[src/rtl/countdown_display.sv]
// countdown_display: time-multiplexed three-digit BCD driver for a 7-segment
// display, with leading-zero blanking and a sticky blinking "lost" mode.
// Ports:
//   clk            system clock, rising edge
//   reset          asynchronous active-low reset
//   value_three    most-significant BCD digit
//   value_two      middle BCD digit
//   value_one      least-significant BCD digit
//   loose_control  game-lost indication (level or single-cycle pulse)
//   digit_en       one-hot active-high digit enable {three,two,one}, 000 = dark
//   segments       active-low segments {g,f,e,d,c,b,a}
//   frame_done     one-cycle pulse one cycle after each frame end
module countdown_display #(
  parameter int unsigned SCAN_DIV  = 4,
  parameter int unsigned BLINK_DIV = 8
) (
  input  logic       clk,
  input  logic       reset,
  input  logic [3:0] value_three,
  input  logic [3:0] value_two,
  input  logic [3:0] value_one,
  input  logic       loose_control,
  output logic [2:0] digit_en,
  output logic [6:0] segments,
  output logic       frame_done
);

  localparam int unsigned CNT_W = (SCAN_DIV > 1) ? $clog2(SCAN_DIV) : 1;
  localparam int unsigned BLK_W = (BLINK_DIV > 1) ? $clog2(BLINK_DIV) : 1;
  localparam logic [CNT_W-1:0] CNT_LAST = CNT_W'(SCAN_DIV - 1);
  localparam logic [BLK_W-1:0] BLK_LAST = BLK_W'(BLINK_DIV - 1);
  localparam logic [6:0] SEG_DARK = 7'b1111111;

  typedef enum logic [1:0] {
    SEL_THREE = 2'd0,
    SEL_TWO   = 2'd1,
    SEL_ONE   = 2'd2
  } sel_t;

  typedef enum logic [1:0] {
    ST_NORMAL   = 2'd0,
    ST_LOST_ON  = 2'd1,
    ST_LOST_OFF = 2'd2
  } state_t;

  logic [CNT_W-1:0] cnt;
  sel_t             sel;
  state_t           state;
  logic [BLK_W-1:0] blink_cnt;
  logic             lose_pending;
  logic [3:0]       sh_three;
  logic [3:0]       sh_two;
  logic [3:0]       sh_one;

  logic             frame_end_c;
  logic [3:0]       digit_c;
  logic             blank_c;
  logic [2:0]       en_c;
  logic [6:0]       seg_c;

  // BCD to active-low segments; non-BCD codes show a dash.
  function automatic logic [6:0] decode(input logic [3:0] d);
    case (d)
      4'd0:    decode = 7'b1000000;
      4'd1:    decode = 7'b1111001;
      4'd2:    decode = 7'b0100100;
      4'd3:    decode = 7'b0110000;
      4'd4:    decode = 7'b0011001;
      4'd5:    decode = 7'b0010010;
      4'd6:    decode = 7'b0000010;
      4'd7:    decode = 7'b1111000;
      4'd8:    decode = 7'b0000000;
      4'd9:    decode = 7'b0010000;
      default: decode = 7'b0111111;
    endcase
  endfunction

  assign frame_end_c = (sel == SEL_ONE) && (cnt == CNT_LAST);

  // Next-cycle display value for the currently selected digit.
  always_comb begin
    digit_c = sh_one;
    blank_c = 1'b0;
    en_c    = 3'b001;
    seg_c   = SEG_DARK;
    case (sel)
      SEL_THREE: begin
        digit_c = sh_three;
        en_c    = 3'b100;
        blank_c = (sh_three == 4'd0);
      end
      SEL_TWO: begin
        digit_c = sh_two;
        en_c    = 3'b010;
        blank_c = (sh_three == 4'd0) && (sh_two == 4'd0);
      end
      default: begin
        digit_c = sh_one;
        en_c    = 3'b001;
        blank_c = 1'b0;
      end
    endcase
    seg_c = decode(digit_c);
    case (state)
      ST_NORMAL: begin
        if (blank_c) begin
          en_c  = 3'b000;
          seg_c = SEG_DARK;
        end
      end
      ST_LOST_ON: begin
      end
      default: begin
        en_c  = 3'b000;
        seg_c = SEG_DARK;
      end
    endcase
  end

  // Scan counter, shadow registers, lost-mode FSM and registered outputs.
  always_ff @(posedge clk or negedge reset) begin
    if (!reset) begin
      cnt          <= '0;
      sel          <= SEL_THREE;
      state        <= ST_NORMAL;
      blink_cnt    <= '0;
      lose_pending <= 1'b0;
      sh_three     <= 4'd0;
      sh_two       <= 4'd0;
      sh_one       <= 4'd0;
      digit_en     <= 3'b000;
      segments     <= SEG_DARK;
      frame_done   <= 1'b0;
    end else begin
      if (cnt == CNT_LAST) begin
        cnt <= '0;
        case (sel)
          SEL_THREE: sel <= SEL_TWO;
          SEL_TWO:   sel <= SEL_ONE;
          default:   sel <= SEL_THREE;
        endcase
      end else begin
        cnt <= cnt + CNT_W'(1);
      end

      // Latched so a single-cycle pulse is honoured at the next frame end.
      if (loose_control) lose_pending <= 1'b1;

      if (frame_end_c) begin
        sh_three <= value_three;
        sh_two   <= value_two;
        sh_one   <= value_one;
        case (state)
          ST_NORMAL: begin
            if (lose_pending) begin
              state     <= ST_LOST_ON;
              blink_cnt <= '0;
            end
          end
          ST_LOST_ON: begin
            if (blink_cnt == BLK_LAST) begin
              state     <= ST_LOST_OFF;
              blink_cnt <= '0;
            end else begin
              blink_cnt <= blink_cnt + BLK_W'(1);
            end
          end
          ST_LOST_OFF: begin
            if (blink_cnt == BLK_LAST) begin
              state     <= ST_LOST_ON;
              blink_cnt <= '0;
            end else begin
              blink_cnt <= blink_cnt + BLK_W'(1);
            end
          end
          default: state <= ST_NORMAL;
        endcase
      end

      digit_en   <= en_c;
      segments   <= seg_c;
      frame_done <= frame_end_c;
    end
  end

endmodule
[config.mk]
export PLATFORM = sky130hd
export DESIGN_NAME = countdown_display
export DESIGN_NICKNAME = d
export VERILOG_FILES = /design/src/rtl/countdown_display.sv
export SDC_FILE = /design/constraint.sdc
export NUM_CORES = 1
export LEC_CHECK = 0
export BUFFER_PORTS_ARGS = -buffer_cell sky130_fd_sc_hd__buf_4
export CORE_ASPECT_RATIO = 1.5
export CORE_MARGIN = 2
export CORE_UTILIZATION = 55
export CTS_CLUSTER_DIAMETER = 150
export DETAILED_ROUTE_END_ITERATION = 12
export PLACE_DENSITY = 0.78
export SLEW_MARGIN = 15
export SYNTH_ARGS = -nofsm -noshare
export SYNTH_HDL_FRONTEND = slang
export SYNTH_SLANG_ARGS = --single-unit
[constraint.sdc]
create_clock -name clk -period 1.9 [get_ports clk]
set_input_delay 0.285 -clock clk [delete_from_list [all_inputs] [get_ports clk]]
set_output_delay 0.285 -clock clk [all_outputs]
set_load 0.01 [all_outputs]
[Word level (Yosys, flattened, before mapping)]
Memories as Yosys holds them, arrays and structs flattened.
Index checks and enable logic that the tools add are counted.
Word-level totals
  input port bits: 15
  RAM bits: 0
  latch bits: 0
  ROM bits: 112
  logic and storage cells: 49
  output and inout bits: 11
  register bits: 33
  memories: 1
Operators by class
  multiplexer cells: 16
  reductions and logical operators: 10
  shift operators: 0
  divide/modulo/power cells: 0
  $mul: 0
  equal/unequal tests: 9
  add/subtract/negate cells: 2
  order comparisons: 0
  bitwise operators: 0
Memory list
  (no name shown): words 16, bits a word 7, rd ports 1, clocked after Yosys merged registers in 0, wr ports 0, RTL line 63  | case (d)
Operator list (count)
  one-hot mux 3 bit (2 select lines): 3
  one-hot mux 7 bit (2 select lines): 1
  two-way mux 3 bit: 3
  logical NOT 4 bit: 2
  two-way mux 2 bit: 4
  one-hot mux 4 bit (2 select lines): 1
  two-way mux 7 bit: 1
  == test 2 bit (second input constant): 3
  inequality test 2 bit (second input constant): 3
  one-hot mux 2 bit (3 select lines): 1
  == test 2 x 1 -> 1 bit (second input constant): 2
  logical NOT 2 bit: 2
  one-hot mux 2 bit (2 select lines): 1
  AND reduction 4 bit: 1
  adder 3 x 1 -> 3 bit (second input constant): 1
  == test 3 bit (second input constant): 1
  AND reduction 3 bit: 1
  adder 2 x 1 -> 2 bit (second input constant): 1
  logical AND 1 bit: 2
  one-hot mux 1 bit (2 select lines): 1
  nonzero test 2 bit: 1
  OR reduction 2 bit: 1

[Depth between registers and ports, before layout]
Gate-level depths: netlist of the first run.
  word-level depth: 5
  depth in mapped cells: 8
  depth with buffers taken out: 7

[Worst setup path before layout of the first run]
No wires, ideal clock.
  kind: register to register
  start point: reg state[0]
  end point: reg state[1]
  data arrival time: 1428 ps
  slack: 347 ps
  cell stages (with the launch flop): 7
  library setup time: 125 ps
  path buffers: 1
  clock period less this slack: 1553 ps
  cell sequence: dfrtp_1 inv_1 ha_1 clkbuf_1 a21oi_1 o21ai_1 mux2_2
On the way
  longest elaborated chain between the ends: 3
Ends and longest elaborated chain
  start, declared: RTL line 48  | state_t state;
  start signal, assigned: RTL line 125  | state <= ST_NORMAL;
  start signal, assigned: RTL line 156  | state <= ST_LOST_ON;
  start signal, assigned: RTL line 162  | state <= ST_LOST_OFF;
  == test 2 x 1 -> 1 bit, or another cell as far along: RTL line 153  | case (state)
  inequality test 2 bit (no source line)
  AND reduction 4 bit (no source line)
Parallel ways exist; a longest one is shown, timed or not.
A chain may end at the register's enable or synchronous reset.

[Worst setup path in the final report of the first run]
  start point: reg sel[0]
  end point: reg segments[3]
On the way
  longest elaborated chain between the ends: 5
Ends and longest elaborated chain
  start, declared: RTL line 47  | sel_t sel;
  start signal, assigned: RTL line 124  | sel <= SEL_THREE;
  start signal, assigned: RTL line 138  | SEL_THREE: sel <= SEL_TWO;
  start signal, assigned: RTL line 139  | SEL_TWO: sel <= SEL_ONE;
  == test 2 x 1 -> 1 bit or logical NOT 2 bit (tied branches): RTL line 86  | case (sel)
  one-hot mux 4 bit (2 select lines): RTL line 86
  memory (16 x 7 bit)
  two-way mux 7 bit: RTL line 106  | if (blank_c) begin
  one-hot mux 7 bit (2 select lines) (*): RTL line 104  | case (state)
  via seg_c[3]: RTL line 59  | logic [6:0] seg_c;
  end signal, assigned: RTL line 181  | segments <= seg_c;
  end, declared: RTL line 24  | output logic [6:0] segments,
Mark *: on every way through the listed nets, which the timed path passes. The rest lies on a longest branch.

==> results by group, run 1 <==
Finish
  – Post-route insts no fill: 219
  – Layout fillers: 228
  – Net count, final: between 200 and 250
  – Layout cells sized above 1: a little over a quarter
  – Area delta synth->final: 19.71%
  – ANT cells: 0

Timing
  – Worst hold slack: 0.1868 ns
  – Final Hold Viols: 0
  – Fmax: approximately 600 MHz
  – Period utilization: approximately nine tenths
  – Fin Setup TNS: 0 ns
  – Final worst-path setup slack: 0.1970 ns
  – Endpoints failing setup: 0
  – Headroom to the max-slew limit: 62.52%
  – Max-slew violation count: 0
  – Worst Tran Pin Value: ~0.56 ns
  – Final Skew: about 0.006 ns
  – Post-route minimum period: around 1.7 ns
  – RSZ-0062 raised after global routing: no

Critical path
  – Critical path fanouts, max: 8
  – WP data arrival: 1.89 ns
  – R2R cell count: 7
  – Type of origin of the critical path: register
  – CP startpoint: sel[0]
  – WP data required: 2.08 ns
  – Reg-to-reg startpoint: sel[0]
  – Crit path kind: register to register
  – Flop2flop setup slack: 0.20 ns
  – Endpoint type of the worst setup path: register

Logic synthesis
  – Synthesized Nets: between 150 and 200
  – Asr flop ratio synth: 100.0%
  – Mapped Area: ~0.0016 mm^2
  – Synth Register Bits: 33
  – Sequential-to-total area share from yosys stat: between 50% and 60%
  – Ys Warns: 0
  – Post-synth EDFFs: 0
  – Post-Syn Instances: 153
  – Syn avg cell area: ~10 um^2
  – Main synth FF type: dfrtp_1
  – Cell variety after synth: 35

Global routing
  – Vias in the first global route: 1181
  – First-pass GRT wire length: 5326 um
  – Gr ovfl total: 0
  – Initial antenna violation count: 0
  – Gr usage total: 22.23%
  – Largest net degree at the start of global routing: 34

Floorplan
  – Die width: 47.59 um
  – Y dimension of the die: approximately 69 um
  – # rows: 23
  – Starting Density: ~58%
  – I/O pins: 26
  – Die footprint: around 0.0033 mm^2
  – Placeable Area: around 0.0027 mm^2

Routing
  – Met3 wire len: approximately 160 um
  – Initial DRC Count: 37
  – Via count: 1177
  – Initial DRT Pass Iterations: 4
  – Met2 routed WL: 1587 um
  – Wire length per cell: 13.16 um
  – Met1 wire length: 1078 um
  – Via density: around 5.4
  – Top Layer Used: met4
  – Post-route ant nets: 0
  – Routed WL: 2882 um
  – DR DRC count: 0

CTS
  – CTS H-tree lvls: 2
  – Total CTS buffers: 5
  – Clock slew at reported path FFs: about 0.060 ns
  – CTS tree: done
  – Post CTS Setup Buffer Count: 0
  – Clk buf depth: 2
  – Root Buffer: clkbuf_8
  – Worst-Skew Late Latency: 0.28 ns
  – CTS sink count: 33

Hold path
  – Hold_sp: value_two[0]
  – Hold path cells: 3
  – HP Class: primary input to register

Placed design
  – Port Buffers: 25
  – Final HPWL DP: 2021 um
  – Gpl congestion: 0.8025
  – Pre-CTS WS: 0.1367 ns
  – DP Cell Count: between 200 and 250

Power and ir drop
  – P_leak: 0.0009607 uW
  – Tot Pwr: 1389 uW
  – VDD IR max: 0.5079 mV
  – PwrDens: 740.3 mW/mm^2

Flow run
  – # Max-Cap Violations: 0

Status
  – Status: finished clean
## routing by layer
layer	vias up	track usage [%]
li1	568	-
met1	561	26.12
met2	44	35.89
met3	4	6.771
met4	0	9.309
met5	-	0
## worst paths after layout
check | endpoint
worst max-delay path | segments[3]
worst min-delay path | sh_two[0]
worst max register to register | segments[3]
worst min register to register | cnt[0]
max in group asynchronous | segments[3]
min in group asynchronous | blink_cnt[0]
## cells by family (layout without fill, tap and decap cells)
family	count (synthesis)	in the layout	share of synthesized area (%)
buffers and inverters	14	43	4.070
multiplexers	8	8	6.305
flip-flops	33	33	53.23
AO/OA/AOI/OAI	28	28	12.37
AND/OR/NAND/NOR	62	62	17.64
adder cells (fa/ha/maj)	8	8	6.385
## cells in the final DEF (no fill, tap or decap), types with 2 or more instances in the layout
cell type	netlist	layout
a21oi_1	4	4
a22o_1	3	3
buf_4	1	26
clkbuf_8	0	6
dfrtp_1	26	25
dfstp_2	7	7
ha_1	8	8
inv_1	9	9
mux2i_1	5	5
nand2_1	41	41
nand3_1	3	3
nor2_1	7	7
nor3_1	4	4
o211a_1	2	2
o21a_1	2	2
o21ai_0	7	7
o21ai_2	2	2
o21bai_1	2	2
## registers in the layout, indices dropped and copies added (netlist names)
| register | flops |
|---|---|
| segments | 7 |
| sh_one | 4 |
| sh_three | 4 |
| sh_two | 4 |
| blink_cnt | 3 |
| digit_en | 3 |
| cnt | 2 |
| sel | 2 |
| state | 2 |
| frame_done | 1 |
| lose_pending | 1 |
## stage by stage
stage               instance area [um^2]  utilization, %
floorplan                           1568               -
global placement                    1779           65.77
detailed placement                  1779           65.77
CTS                                 1876           69.33
global route                        1877           69.38
finish                              1877           69.38
## report_power, final
part           internal, uW  switching, uW
combinational          60.7           62.1
sequential              738           13.9
clock                   287            228
## final cells by class
type / instances / area, um^2 / share of cell area, %
flip-flops and latches: 33 / 835.8 / 44.53
multi-input cells: 106 / 669.4 / 35.67
repair buffers: 27 / 205.2 / 10.93
clock buffers: 7 / 86.33 / 4.600
well taps: 37 / 46.29 / 2.467
inverters: 9 / 33.78 / 1.800
## synthesized netlist by cell type (2+ instances only)
library cell  count  area share, %
clkbuf_1          3           0.72
o21ai_2           2            1.1
nand3_1           3           0.96
mux2i_1           5            3.2
dfrtp_1          26             42
o211a_1           2            1.3
ha_1              8            6.4
nor2_1            7            1.7
nand2_1          41            9.8
o21bai_1          2           0.96
nor3_1            4            1.3
inv_1             9            2.2
a21oi_1           4            1.3
o21a_1            2           0.96
o21ai_0           7            2.2
dfstp_2           7             12
a22o_1            3            1.7
## timing repair
action / CTS / global route
setup endpoints to repair: 0 / 1
gates resized for setup: 0 / 1
hold buffers: 1 / 0
hold endpoints to repair: 26 / 0
## worst max-delay path, cell delays in order, from the launching register on
cell and delay, ns:
dfrtp_2 0.46, mux2i_1 0.21, o21a_1 0.21, inv_1 0.11, ha_1 0.31, inv_1 0.04, o21bai_1 0.14, nand4_1 0.12
(Power assumes the default switching activity.)
==> run 2: changes to the inputs <==
==> constraint.sdc (replaced) <==
create_clock -name clk -period 1.6 [get_ports clk]
set_input_delay 0.24 -clock clk [delete_from_list [all_inputs] [get_ports clk]]
set_output_delay 0.24 -clock clk [all_outputs]
set_load 0.01 [all_outputs]
==> results by group, run 2 (synthesis gave the netlist of run 1 again) <==
Routing
  – Post-route ant nets: 0 (unchanged)
  – Routed WL: 2997 um (+4.0%)
  – Via count: 1213 (+3.1%)
  – Wire length per cell: 13.14 um (-0.11%)
  – Initial DRT Pass Iterations: 4 (unchanged)
  – Initial DRC Count: 40 (+8.1%)
  – Via density: 5.320 (-1.0%)
  – DR DRC count: 0 (unchanged)

Finish
  – Most frequent cells in the layout: 41 x nand2_1, 34 x buf_4, 24 x dfrtp_1
  – Commonest non-fill, non-tap cell in the layout: nand2_1
  – Area delta synth->final: 26.58%
  – Post-route insts no fill: 228 (+4.1%)
  – Multi-input logic area: 700.7 um^2 (+4.7%)
  – Largest register FFs: 7 (unchanged)
  – ANT cells: 0 (unchanged)
  – Biggest register: segments
  – Net count, final: 213 (+3.9%)
  – Layout fillers: 209 (-8.3%)
  – Layout cells sized above 1: 32.46% (+5.5 points)
  – Area occupied by registers: 837.1 um^2 (+0.15%)

Global routing
  – First-pass GRT wire length: 4850 um (-8.9%)
  – Largest net degree at the start of global routing: 34 (unchanged)
  – Vias in the first global route: 1180 (-0.085%)
  – Gr ovfl total: 0 (unchanged)
  – Initial antenna violation count: 0 (unchanged)
  – Gr usage total: 20.81% (-1.4 points)

Floorplan
  – # rows: 23 (unchanged)
  – Placeable Area: 0.002705 mm^2 (unchanged)
  – Y dimension of the die: 69.39 um (unchanged)
  – I/O pins: 26 (unchanged)
  – Die footprint: 0.003302 mm^2 (unchanged)
  – Die width: 47.59 um (unchanged)
  – Starting Density: 57.96% (unchanged)

Timing
  – Final worst-path setup slack: 0.07123 ns (-0.1258 ns)
  – Fin Setup TNS: 0 ns (unchanged)
  – Fmax: 654.1 MHz (+11%)
  – Final Skew: 0.005576 ns (-0.0002530 ns)
  – Endpoints failing setup: 0 (unchanged)
  – Max-slew violation count: 0 (unchanged)
  – Worst Tran Pin Value: 0.3906 ns (-0.1665 ns)
  – Final Hold Viols: 0 (unchanged)
  – Period utilization: 95.55% (+5.9 points)
  – RSZ-0062 raised after global routing: yes
  – Post-route minimum period: 1.529 ns (-0.1742 ns)
  – Headroom to the max-slew limit: 73.96% (+11 points)

Power and ir drop
  – Switching fraction of total power: 22.19% (+0.32 points)
  – Clk pwr share: 39.2% (+2.2 points)
  – Sequential power share: 51.7% (-2.4 points)
  – NetSw: 383.9 uW (+26%)
  – P_leak: 0.001014 uW (+5.6%)
  – Int Power: 1346 uW (+24%)
  – VDD IR max: 0.6823 mV (+34%)
  – Tot Pwr: 1730 uW (+25%)
  – Comb pwr share: 9.2% (+0.4 points)
  – PwrDens: 871.8 mW/mm^2 (+18%)

Critical path
  – Critical path fanouts, max: 11 (+3)
  – R2R cell count: 5 (-2)
  – Crit path kind: register to register
  – CP Cell Sequence: inv_1, mux2i_4, buf_4, o21ai_0, a22oi_1
  – CP max stage cell: dfrtp_2
  – Type of origin of the critical path: register
  – Endpoint type of the worst setup path: register
  – WP data arrival: 1.73 ns (-0.16 ns)
  – WP data required: 1.81 ns (-0.27 ns)
  – Slowest stage delay, CP: 0.50 ns (+0.04 ns)

Placed design
  – Pre-CTS WS: 0.06609 ns (-0.07057 ns)
  – Gpl congestion: 0.7999 (-0.32%)
  – Final HPWL DP: 2147 um (+6.2%)
  – DP Cell Count: 217 (+2.8%)
  – Port Buffers: 25 (unchanged)

Hold path
  – Hold path cells: 3 (unchanged)
  – HP Class: primary input to register

CTS
  – Clk buf depth: 2 (unchanged)
  – Total CTS buffers: 5 (unchanged)
  – CTS tree: done
  – CTS H-tree lvls: 2 (unchanged)
  – Root Buffer: clkbuf_8
  – CTS sink count: 33 (unchanged)
  – Worst-Skew Late Latency: 0.29 ns (about the same)
  – Clock slew at reported path FFs: 0.07 ns (about the same)

Flow run
  – # Max-Cap Violations: 0 (unchanged)

Status
  – Status: finished clean
## run 2: through the flow
step | hold WS (ns) | util, % | cell area [um^2]
floorplan | -0.05559 | - | 1568
global placement | 0.1902 | 67.44 | 1824
detailed placement | 0.1961 | 67.44 | 1824
CTS | 0.1333 | 71.55 | 1936
global route | 0.1270 | 73.36 | 1984
finish | 0.1367 | 73.36 | 1984
## run 2: critical path, delay by kind of cell (launching register included)
kind / cells / cell delay, ns
multiplexers: 1 / 0.34
flip-flops: 1 / 0.50
buffers and inverters: 2 / 0.36
AO/OA/AOI/OAI: 2 / 0.25
## run 2: layout make-up
type                       instances  share of cell area, %
sequential                        33                  42.18
multi-input combinational        106                  35.31
timing repair buffer              35                  13.37
clock buffer                       7                  4.855
tap                               37                  2.333
inverter                           9                  1.702
clock inverter                     1                 0.2522
## run 2: power by group through the flow
stage               logic, uW  clock network (uW)  registers [uW]
global placement          142                   0             907
CTS                       150                 691             893
detailed placement        147                   0             908
floorplan                59.0                   0             913
finish                    159                 678             894
global route              180                 729             897
## run 2: worst paths after layout
path                               from            to  slack [ns]
setup / recovery                 sel[1]   segments[0]        0.07
hold / removal             value_one[2]     sh_one[2]        0.14
setup reg to reg                 sel[1]   segments[0]        0.07
hold reg to reg                  cnt[0]        cnt[0]        0.43
max in group asynchronous         reset   segments[1]        0.86
min in group asynchronous         reset  blink_cnt[2]        0.42
## run 2: repair_timing
| action | CTS | global route |
|---|---|---|
| resized for setup | 0 | 6 |
| hold buffers | 1 | 0 |
| endpoints found under the hold margin | 26 | 0 |
| setup endpoints to repair | 0 | 12 |
| buffers inserted | 0 | 2 |
## run 2: routing by layer
layer  share of wire (%)  wire length (um)  up-vias  GRT usage [%]
met5                   0                 0        -              0
met4                 2.4                72        0          10.51
met3                 4.7               142        8          7.813
met2                  54              1605       34          34.08
met1                  39              1177      580          21.88
li1                    -                 -      591              -
==> run 3: changes to the inputs <==
==> constraint.sdc (replaced) <==
create_clock -name clk -period 1.6 [get_ports clk]
set_input_delay 0.08 -clock clk [delete_from_list [all_inputs] [get_ports clk]]
set_output_delay 0.08 -clock clk [all_outputs]
set_load 0.01 [all_outputs]
==> results by group, run 3 (synthesis gave the netlist of run 1 again) <==
Global routing
  – Gr ovfl total: 0 (unchanged)
  – M2 GR Usage: 37.69% (+3.6 points)
  – Gr usage total: 22.60% (+1.8 points)
  – First-pass GRT wire length: 5257 um (+8.4%)
  – GR peak layer: met2
  – Vias in the first global route: 1270 (+7.6%)
  – Met3 GRT Util: 8.333% (+0.52 points)
  – Met1 Use GR: 23.61% (+1.7 points)
  – Largest net degree at the start of global routing: 34 (unchanged)
  – Initial antenna violation count: 0 (unchanged)

Timing
  – Max-slew violation count: 0 (unchanged)
  – RSZ-0062 raised after global routing: yes
  – Final Hold Viols: 0 (unchanged)
  – Fmax: 653.6 MHz (about the same)
  – Period utilization: 95.62% (about the same)
  – Endpoints failing setup: 0 (unchanged)
  – Headroom to the max-slew limit: 73.77% (-0.19 points)
  – Worst Tran Pin Value: 0.3935 ns (+0.002884 ns)
  – Worst hold slack: 0.2609 ns (+0.1242 ns)
  – Post-route minimum period: 1.530 ns (+0.001138 ns)
  – Final Skew: 0.006709 ns (+0.001133 ns)

Critical path
  – Endpoint type of the worst setup path: register
  – CP max stage cell: dfrtp_1
  – Crit-path leading delay family: flip-flops
  – Crit path kind: register to register
  – WP data arrival: 1.71 ns (-0.02 ns)
  – Reg2reg end: state[1]
  – Type of origin of the critical path: register
  – Crit path buf inv count: 1 (-1)
  – Levels on crit path: 5 (unchanged)
  – Slowest stage delay, CP: 0.40 ns (-0.10 ns)
  – Crit path capture: state[1]
  – WP data required: 1.78 ns (-0.03 ns)
  – CP startpoint: state[0]
  – Flop2flop setup slack: 0.07 ns (about the same)
  – Critical path fanouts, max: 5 (-6)
  – CP Cell Sequence: inv_1, ha_1, a21oi_1, o21ai_1, mux2_2
  – Reg-to-reg startpoint: state[0]
  – R2R cell count: 5 (unchanged)

CTS
  – Worst-Skew Late Latency: 0.29 ns (about the same)
  – CTS sink count: 33 (unchanged)
  – Clock slew at reported path FFs: 0.06 ns (about the same)
  – Total CTS buffers: 5 (unchanged)
  – Root Buffer: clkbuf_8
  – CTS H-tree lvls: 2 (unchanged)
  – Clk buf depth: 2 (unchanged)
  – CTS tree: done

Power and ir drop
  – PwrDens: 831.0 mW/mm^2 (-4.7%)
  – VDD IR max: 0.7093 mV (+4.0%)
  – Tot Pwr: 1757 uW (+1.6%)
  – P_leak: 0.001068 uW (+5.4%)

Floorplan
  – Die footprint: 0.003302 mm^2 (unchanged)
  – # rows: 23 (unchanged)
  – I/O pins: 26 (unchanged)
  – Placeable Area: 0.002705 mm^2 (unchanged)
  – Starting Density: 57.96% (unchanged)
  – Die width: 47.59 um (unchanged)
  – Y dimension of the die: 69.39 um (unchanged)

Finish
  – ANT cells: 0 (unchanged)
  – Biggest register: segments
  – Commonest non-fill, non-tap cell in the layout: nand2_1
  – Layout fillers: 189 (-9.6%)
  – Post-route cell area: 0.002115 mm^2 (+6.6%)
  – Multi-input logic area: 700.7 um^2 (unchanged)
  – Layout cells sized above 1: 30.39% (-2.1 points)
  – Area delta synth->final: 34.88%
  – Largest register FFs: 7 (unchanged)
  – Most frequent cells in the layout: 41 x nand2_1, 34 x buf_4, 24 x dfrtp_1
  – Net count, final: 226 (+6.1%)
  – Area occupied by registers: 837.1 um^2 (unchanged)

Routing
  – Via density: 5.286 (-0.64%)
  – Initial DRT Pass Iterations: 4 (unchanged)
  – Routed WL: 3244 um (+8.2%)
  – Post-route ant nets: 0 (unchanged)
  – Via count: 1274 (+5.0%)
  – DR DRC count: 0 (unchanged)
  – Wire length per cell: 13.46 um (+2.4%)
  – Initial DRC Count: 33 (-18%)

Placed design
  – Port Buffers: 25 (unchanged)
  – Final HPWL DP: 2147 um (unchanged)
  – Placed cell area: 0.001824 mm^2 (unchanged)
  – Gpl congestion: 0.7999 (unchanged)

Status
  – Status: finished clean

Flow run
  – # Max-Cap Violations: 0 (unchanged)

Hold path
  – HP Class: primary input to asynchronous set/reset pin
run 3: cell count changes in the layout (fill, tap and decap cells not counted), sizes merged:
cell / change
dlygate4sd3: +13
run 3: timing repair:
action                                  4_1_cts  5_1_grt
hold buffers                                 14        0
gates resized for setup                       0        6
endpoints found under the hold margin        39        0
endpoints found under the setup margin        0       19
setup buffers                                 0        2
run 3: per-layer routing:
metal / vias up / routed length (um) / part of all wire (%)
li1: 615 / - / -
met1: 617 / 1243 / 38
met2: 32 / 1783 / 55
met3: 10 / 135 / 4.2
met4: 0 / 82 / 2.5
met5: - / 0 / 0
run 3: per-stage QoR:
step	utilization, %	TNS (ns)	setup WS (ns)	std cells
finish	78.17	0	0.07010	241
global route	78.17	-0.06834	-0.03633	241
floorplan	-	0	0.04713	153
global placement	67.44	0	0.1227	217
CTS	76.36	0	0.04818	239
detailed placement	67.44	0	0.06609	217
run 3: worst min path at each step:
stage | endpoint | slack, ns | cells past startpoint
floorplan | blink_cnt[0] | -0.22 | 0
global route | blink_cnt[0] | 0.31 | 2
global placement | blink_cnt[2] | 0.03 | 1
CTS | blink_cnt[2] | 0.26 | 2
detailed placement | blink_cnt[2] | 0.04 | 1
finish | blink_cnt[2] | 0.26 | 2
run 3: area by class of cell:
class                      count  area share, %
tap                           37          2.189
sequential                    33          39.59
clock buffer                   7          4.556
clock inverter                 1         0.2367
inverter                       9          1.598
multi-input combinational    106          33.14
timing repair buffer          48          18.70
run 3: report_power, final:
| group | internal [uW] | switching, uW | total [uW] |
|---|---|---|---|
| Sequential | 876 | 17.3 | 894 |
| Combinational | 102 | 84.2 | 187 |
| Clock | 388 | 289 | 677 |
| Total | 1370 | 390 | 1760 |
run 3: worst reg2reg max path: cells and delay by family (launching register included):
| family | cells | cell delay, ns |
|---|---|---|
| adders and majority gates | 1 | 0.25 |
| buffers and inverters | 1 | 0.11 |
| AOI/OAI and AO/OA | 2 | 0.29 |
| muxes | 1 | 0.36 |
| DFF | 1 | 0.40 |
